## src/rtl/mpi_pkg.sv

```systemverilog
// Shared definitions for the MPI register-path front-end.
package mpi_pkg;

    localparam int MPI_DATA_W = 16;

    typedef enum logic [2:0] {
        IDLE    = 3'd0,
        QUAL    = 3'd1,
        WRITE   = 3'd2,
        RD_WAIT = 3'd3,
        HOLD    = 3'd4
    } state_t;

endpackage

```

## src/rtl/mpi_sync_filt.sv

```systemverilog
// Two-flop synchroniser followed by a FILT-cycle deglitch filter; idles high.
module mpi_sync_filt #(
    parameter int FILT = 3
) (
    input  logic clk,
    input  logic rst,
    input  logic raw,
    output logic level
);

    logic       s1;
    logic       s2;
    logic [2:0] cnt;

    always_ff @(posedge clk or posedge rst) begin
        if (rst) begin
            s1    <= 1'b1;
            s2    <= 1'b1;
            cnt   <= 3'd0;
            level <= 1'b1;
        end else begin
            s1 <= raw;
            s2 <= s1;
            // Any cycle where the synchronised input agrees with the output restarts the run.
            if (s2 != level) begin
                if (cnt == 3'(FILT - 1)) begin
                    level <= s2;
                    cnt   <= 3'd0;
                end else begin
                    cnt <= cnt + 3'd1;
                end
            end else begin
                cnt <= 3'd0;
            end
        end
    end

endmodule

```

## src/rtl/mpi_bus_sync.sv

```systemverilog
// Synchronises the asynchronous CPU local bus into clk100m and issues single-cycle
// register strobes, returns read data with a ready flag, and flags hung bus cycles.
module mpi_bus_sync
    import mpi_pkg::*;
#(
    parameter int ADDR_W = 25,
    parameter int FILT   = 3,
    parameter int RD_LAT = 2,
    parameter int TMO    = 1000
) (
    input  logic                  clk100m,
    input  logic                  rst,
    input  logic                  mpi_cs_n,
    input  logic                  mpi_we_n,
    input  logic                  mpi_oe_n,
    input  logic [ADDR_W-1:0]     mpi_addr,
    input  logic [MPI_DATA_W-1:0] mpi_din,
    input  logic [MPI_DATA_W-1:0] cpu_rdata,
    output logic [ADDR_W-1:0]     cpu_addr,
    output logic [MPI_DATA_W-1:0] cpu_wdata,
    output logic                  cpu_wen,
    output logic                  cpu_ren,
    output logic [MPI_DATA_W-1:0] mpi_dout,
    output logic                  mpi_dout_en,
    output logic                  mpi_rdy,
    output logic                  tmo_pulse,
    output logic [7:0]            tmo_cnt
);

    localparam int TMR_W = $clog2(TMO) + 1;

    logic             cs_f;
    logic             we_f;
    logic             oe_f;
    logic             cs_act;
    logic             we_act;
    logic             oe_act;
    state_t           state;
    logic [2:0]       rd_cnt;
    logic [TMR_W-1:0] tmr;
    logic             fired;

    mpi_sync_filt #(.FILT(FILT)) u_cs (.clk(clk100m), .rst(rst), .raw(mpi_cs_n), .level(cs_f));
    mpi_sync_filt #(.FILT(FILT)) u_we (.clk(clk100m), .rst(rst), .raw(mpi_we_n), .level(we_f));
    mpi_sync_filt #(.FILT(FILT)) u_oe (.clk(clk100m), .rst(rst), .raw(mpi_oe_n), .level(oe_f));

    assign cs_act = ~cs_f;
    assign we_act = ~we_f;
    assign oe_act = ~oe_f;

    always_ff @(posedge clk100m or posedge rst) begin
        if (rst) begin
            state       <= IDLE;
            rd_cnt      <= 3'd0;
            tmr         <= '0;
            fired       <= 1'b0;
            cpu_addr    <= '0;
            cpu_wdata   <= '0;
            cpu_wen     <= 1'b0;
            cpu_ren     <= 1'b0;
            mpi_dout    <= '0;
            mpi_dout_en <= 1'b0;
            mpi_rdy     <= 1'b0;
            tmo_pulse   <= 1'b0;
            tmo_cnt     <= 8'd0;
        end else begin
            cpu_wen   <= 1'b0;
            cpu_ren   <= 1'b0;
            tmo_pulse <= 1'b0;

            case (state)
                IDLE: begin
                    mpi_rdy     <= 1'b0;
                    mpi_dout_en <= 1'b0;
                    if (cs_act) state <= QUAL;
                end
                QUAL: begin
                    cpu_addr <= mpi_addr;
                    if (we_act) begin
                        cpu_wdata <= mpi_din;
                        cpu_wen   <= 1'b1;
                        state     <= WRITE;
                    end else if (oe_act) begin
                        cpu_ren <= 1'b1;
                        rd_cnt  <= 3'd0;
                        state   <= RD_WAIT;
                    end else if (!cs_act) begin
                        state <= IDLE;
                    end
                end
                WRITE: begin
                    mpi_rdy <= 1'b1;
                    state   <= HOLD;
                end
                RD_WAIT: begin
                    // Data is presented RD_LAT cycles after cpu_ren and sampled at the end of that cycle.
                    if (!cs_act) begin
                        state <= IDLE;
                    end else if (rd_cnt == 3'(RD_LAT)) begin
                        mpi_dout    <= cpu_rdata;
                        mpi_dout_en <= 1'b1;
                        mpi_rdy     <= 1'b1;
                        state       <= HOLD;
                    end else begin
                        rd_cnt <= rd_cnt + 3'd1;
                    end
                end
                HOLD: begin
                    if (!cs_act) begin
                        mpi_rdy     <= 1'b0;
                        mpi_dout_en <= 1'b0;
                        state       <= IDLE;
                    end
                end
                default: state <= IDLE;
            endcase

            // Timeout watchdog: one pulse per access, never alters the FSM.
            if (state == IDLE) begin
                tmr   <= '0;
                fired <= 1'b0;
            end else if (tmr == TMR_W'(TMO - 1)) begin
                if (!fired) begin
                    fired     <= 1'b1;
                    tmo_pulse <= 1'b1;
                    if (tmo_cnt != 8'hFF) tmo_cnt <= tmo_cnt + 8'd1;
                end
            end else begin
                tmr <= tmr + TMR_W'(1);
            end
        end
    end

endmodule
```

## config.mk

```make
export PLATFORM = sky130hd
export DESIGN_NAME = mpi_bus_sync
export DESIGN_NICKNAME = d
export VERILOG_FILES = /design/src/rtl/mpi_pkg.sv /design/src/rtl/mpi_sync_filt.sv /design/src/rtl/mpi_bus_sync.sv
export SDC_FILE = /design/constraint.sdc
export NUM_CORES = 1
export LEC_CHECK = 0
export BUFFER_PORTS_ARGS = -buffer_cell sky130_fd_sc_hd__buf_2
export CAP_MARGIN = 25
export CORE_ASPECT_RATIO = 1.2
export CORE_MARGIN = 10
export CORE_UTILIZATION = 51
export DETAILED_ROUTE_END_ITERATION = 6
export MAX_ROUTING_LAYER = met4
export PLACE_DENSITY = 0.8
export RECOVER_POWER = 50
export SLEW_MARGIN = 20
export SYNTH_ARGS = -nofsm -noshare
export SYNTH_HDL_FRONTEND = slang
export SYNTH_SLANG_ARGS = --single-unit
```

## constraint.sdc

```tcl
create_clock -name clk100m -period 3.9 [get_ports clk100m]
set_input_delay 0.39 -clock clk100m [delete_from_list [all_inputs] [get_ports clk100m]]
set_output_delay 0.39 -clock clk100m [all_outputs]
set_load 0.01 [all_outputs]
```

# --- After elaboration in Yosys (flattened, before gate mapping) ---
# Cells that the tools add are included.
word_totals:
  inputBits: 62
  out_inout_bits: 70
  ff_bits: 106
  word_cells: 107
op_classes:
  add_sub_neg: 6
  n_reduce_logical: 15
  muxes: 35
  n_eq_ne: 22
  bitwise: 4
op_table:
  columns: ["op", "count"]
  rows:
  - ["3-bit 2-to-1 mux", 16]
  - ["11-bit 2-to-1 mux", 2]
  - ["3-bit by 2-bit equality test with 1-bit output, second input constant", 6]
  - ["3-bit one-hot mux with 5 select lines", 1]
  - ["1-bit 2-to-1 mux", 13]
  - ["3-bit by 1-bit adder with 3-bit output, second input constant", 4]
  - ["2-bit != test, second input constant", 6]
  - ["4-bit AND reduction", 3]
  - ["11-bit by 1-bit adder with 11-bit output, second input constant", 1]
  - ["11-bit by 10-bit equality test with 1-bit output, second input constant", 1]
  - ["2-bit AND reduction", 5]
  - ["8-bit by 1-bit adder with 8-bit output, second input constant", 1]
  - ["8-bit != test, second input constant", 1]
  - ["3-bit one-hot mux with 2 select lines", 1]
  - ["5-bit AND reduction", 1]
  - ["2-bit by 1-bit != test with 1-bit output, second input constant", 2]
  - ["1-bit NOT", 4]
  - ["1-bit one-hot mux with 4 select lines", 1]
  - ["2-bit nonzero test", 2]
  - ["4-bit nonzero test", 1]
  - ["3-bit by 1-bit equality test with 1-bit output, second input constant", 1]
  - ["3-bit equality test, second input constant", 1]
  - ["3-bit zero test", 1]
  - ["1-bit != test", 3]
  - ["other kinds (4)", 4]

# --- Logic depth before layout (Yosys ltp) ---
depth:
  depth_word: 4
  mapped_depth: 7
  depth_no_buf: 6

# --- Cells and area by module ---
# Synthesis repeated with hierarchy kept, for this count alone.
unflattened:
  hier_cells: 322
  area_unflattened_um2: 4388.0
modules_own_cells:
  columns: ["mod", "n_inst", "area_per_inst_um2", "seq_area_each_um2", "cells_per_inst"]
  rows:
  - ["mpi_bus_sync", 1, 3648.5, 2202.1, 268]
  - ["mpi_sync_filt", 3, 246.5, 153.9, 18]

# --- Worst setup path before layout ---
# OpenSTA, ideal clock, no wires.
synth_timing:
  path_kind: "register to register"
  from: "register state[1]"
  to: "register cpu_wdata[0]"
  stages_incl_launch_ff: 8
  setup_time_ps: 125
  path_buffers: 4
  required_ps: 3775
  arrival_ps: 1533
  period_less_slack_ps: 1658
  slack_ps: 2242
  cell_sequence: "dfrtp_1 clkbuf_8 nor3b_2 buf_6 nor2b_4 buf_6 buf_8 mux2_4"
synth_via:
  elab_chain_cells: 2
synth_lines:
  columns: ["item", "line_no", "text"]
  rows:
  - ["start, declared", "mpi_bus_sync.sv:38", "state_t state;"]
  - ["start signal, assigned", "mpi_bus_sync.sv:53", "state <= IDLE;"]
  - ["start signal, assigned", "mpi_bus_sync.sv:75", "if (cs_act) state <= QUAL;"]
  - ["start signal, assigned", "mpi_bus_sync.sv:82", "state <= WRITE;"]
  - ["3-bit by 1-bit equality test with 1-bit output", "mpi_bus_sync.sv:71", "case (state)"]
  - ["2-bit AND reduction (no line)", null, null]
  - ["end signal, assigned", "mpi_bus_sync.sv:80", "cpu_wdata <= mpi_din;"]
  - ["end, declared", "mpi_bus_sync.sv:20", "output logic [MPI_DATA_W-1:0] cpu_wdata,"]
# No other way between the ends.
# A chain may end at the register's enable or synchronous reset.

==> impl_metrics.ini <==
[grt]
grt_use_met3_pct = 3.43
overflow = 0
grt_pass1_vias = 3132
top_usage_layer = met2
grt_use_met1_pct = 16.9
grt_start_max_net_pins = 56
grt_usage_pct = 14.7
grt_pass1_wl_microns = 15100
grtUsageMet2_pct = 24.8
antenna_found_initial = 0

[floorplanning]
io_pins = 132
num_rows = 37
dieWidth_microns = 105
die_area_sq_mm = 0.0128
core_area_sq_mm = 0.00852
die_y_microns = 122
initial_core_util_pct = 52.0

[critical_path]
cp_cell_sequence = clkbuf_1 > clkinvlp_2 > clkbuf_2
endpoint = cpu_addr[4]
path_depth = 3
ff2ff_path_depth = 5
critical_path_required_ns = 4.16
reg2reg_slack_ns = 2.04
critPathTopFamily = buffers and inverters
slowest_delay_ns = 1.12
start_kind = input pin
worst-path-max-fanout = 55
cp.arrival_ns = 2.60
crit_type = in2async
crit_path_top_delay_cell = clkbuf_2
reg2reg_to = rd_cnt[1]
startpoint = rst
crit_buf_inv = 3
r2r_start = state[0]
endpoint_kind = asynchronous set/reset pin

[routing]
wl_per_cell_microns = 16.2
drt-vias-per-instance = 5.04
wl_microns = 9350
drt_iter0_drc = 116
drtAntennaViolNets = 0
drc = 0
vias = 2906
firstDrtPassIters = 4

[sta]
drv_slew = 40
fin_skew_ns = 0.0117
worst_pin_slew_ns = 1.69
setup_tns_ns = 0
hold_violations = 0
post-route-min-period_ns = 2.33
rsz0062_at_grt = false
whs_ns = 0.115
period_share_pct = 59.8
fmax_mhz = 429
max_slew_margin_pct = -13.2
setup_viol = 0

[pwr]
sw_frac_of_total_pct = 32.3
power_frac_comb_pct = 33.7
ir_worst_vdd_mv = 0.430
p_leak_uw = 0.00254
switchingPower_uw = 1190
power.density_mw_per_mm2 = 690
p_seq_share_pct = 46.1
clkPwrFrac_pct = 20.2
power.internal_uw = 2500

[cells_and_area]
nNetsFinal = 521
postLayoutCellArea_sq_mm = 0.00535
layout_commonest_cell = buf_2
drive_above_1_share_pct = 46.5
area_delta_synth_final_pct = 20.8
diodes = 0
final_cell_mix = 117 x buf_2, 97 x dfrtp_1, 55 x mux2_2, 25 x nor2_1, 17 x clkbuf_1

[run_status]
violations = capacitance limit, slew limit
outcome = finished, violations left

[clock_network]
clk_latency_ns = 0.36
post-cts-setup-buffer-count = 0
cts_buffers = 9
clkTransAtPathRegs_ns = 0.10
cts_sinks = 106
cts_tree = built
clk_path_buf_depth = 2
cts_root_buf = clkbuf_8
cts-resized-gates = 0
h-tree-depth = 3
postCtsHoldBufs = 0

[synth]
synth_seq_cells = 106
synth_area_per_cell_sq_um = 13.8
synth_flop_cell = dfrtp_1
synth_area_sq_mm = 0.00443
syn_inst = 321
synth_warnings = 0
synth.yosys.seq_area_share_pct = 60.1
synthArstFlopShare_pct = 100
synth_edf_count = 0
synth_nets = 387
synth_cell_type_count = 45

[worst_hold_path]
hold_depth = 1
hp-class = in2reg

[job]
maxCapViolCount = 1

[place]
dpl.hpwl_microns = 7120
dpl-instance-area_sq_mm = 0.00519
gp_congestion = 0.816
port_buffers = 131
[routing by layer]
layer	up-vias	wire length [microns]
met4	0	121
met5	-	0
li1	1379	-
met2	84	4830
met3	11	423
met1	1432	3970
[worst reg2reg max path: stages (launching register included)]
cell and delay (ns):
dfrtp_1 0.52, nor3b_4 0.24, buf_4 0.35, and3b_1 0.28
nor2_1 0.07, mux2_2 0.29
[metrics by stage]
step                      util [%]  cells  power (uW)  setup slack, ns
after floorplan                  -    321        2610            0.736
after global placement        60.5    559        2950             2.10
after detailed placement      60.9    561        3020             2.03
after CTS                     63.5    577        3770             2.02
after global routing          62.8    577        3930             1.07
final                         62.8    577        3690             1.57
[how the worst min path moves through the flow]
stage	from	end	slack, ns
after floorplan	u_cs.s1	u_cs.s2	0.35
after global placement	u_we.s1	u_we.s2	0.35
after detailed placement	u_we.s1	u_we.s2	0.35
after CTS	rst	cpu_wen	0.06
after global routing	mpi_cs_n	u_cs.s1	0.09
final	mpi_oe_n	u_oe.s1	0.12
[final cells by class]
class	count	area, sq um
clock buffer	11	141
clock inverter	5	85.1
fill	706	3170
inverter	6	23.8
multi-input combinational	197	1630
sequential	106	2660
tap	117	146
timing repair buffer	135	658
[state kept, by name (all words and copies together) (netlist names), 3 cells and up]
register and flops:
u_we.cnt 3, state 3, mpi_dout 16, rd_cnt 3, u_cs.cnt 3, tmo_cnt 8
tmr 11, cpu_addr 25, cpu_wdata 16, u_oe.cnt 3
[logic make-up after synthesis]
logic type	after synthesis	synth area share (%)
adder cells (fa/ha/maj)	4	1.13
XOR/XNOR	18	3.56
AO/OA/AOI/OAI	21	2.74
buffers and inverters	18	2.82
AND/OR/NAND/NOR	88	12.1
multiplexers	66	17.5
flip-flops	106	60.1
[synthesized netlist by cell type (2+ instances only)]
master    count  share of area (%)
dfrtp_1      97                 55
mux2_2       55                 14
nor2_1       24                2.0
nor3_1       12                1.4
nand2_1      11               0.93
xor2_1       10                2.0
dfstp_2       9                5.3
mux2_4        9                3.0
xnor2_1       8                1.6
a21oi_1       7               0.79
nand3_1       7               0.79
nor2b_1       7               0.99
inv_1         6               0.51
o21ai_0       6               0.68
ha_1          4                1.1
buf_2         3               0.34
buf_6         3               0.76
clkbuf_1      3               0.25
nand3b_1      3               0.51
nor4_1        3               0.42
a21o_1        2               0.34
and3b_1       2               0.40
clkbuf_8      2               0.62
mux2i_1       2               0.45
nand2b_1      2               0.28
nand4_1       2               0.28
o21a_1        2               0.34
o22ai_1       2               0.28
or3_1         2               0.28
[power groups by stage]
| stage | Clock [uW] | Sequential, uW | Combinational [uW] |
|---|---|---|---|
| floorplan | 0 | 1770 | 840 |
| global placement | 0 | 1710 | 1240 |
| detailed placement | 0 | 1730 | 1290 |
| CTS | 764 | 1710 | 1300 |
| global route | 809 | 1750 | 1370 |
| finish | 746 | 1700 | 1250 |
(Power assumes the default switching activity.)
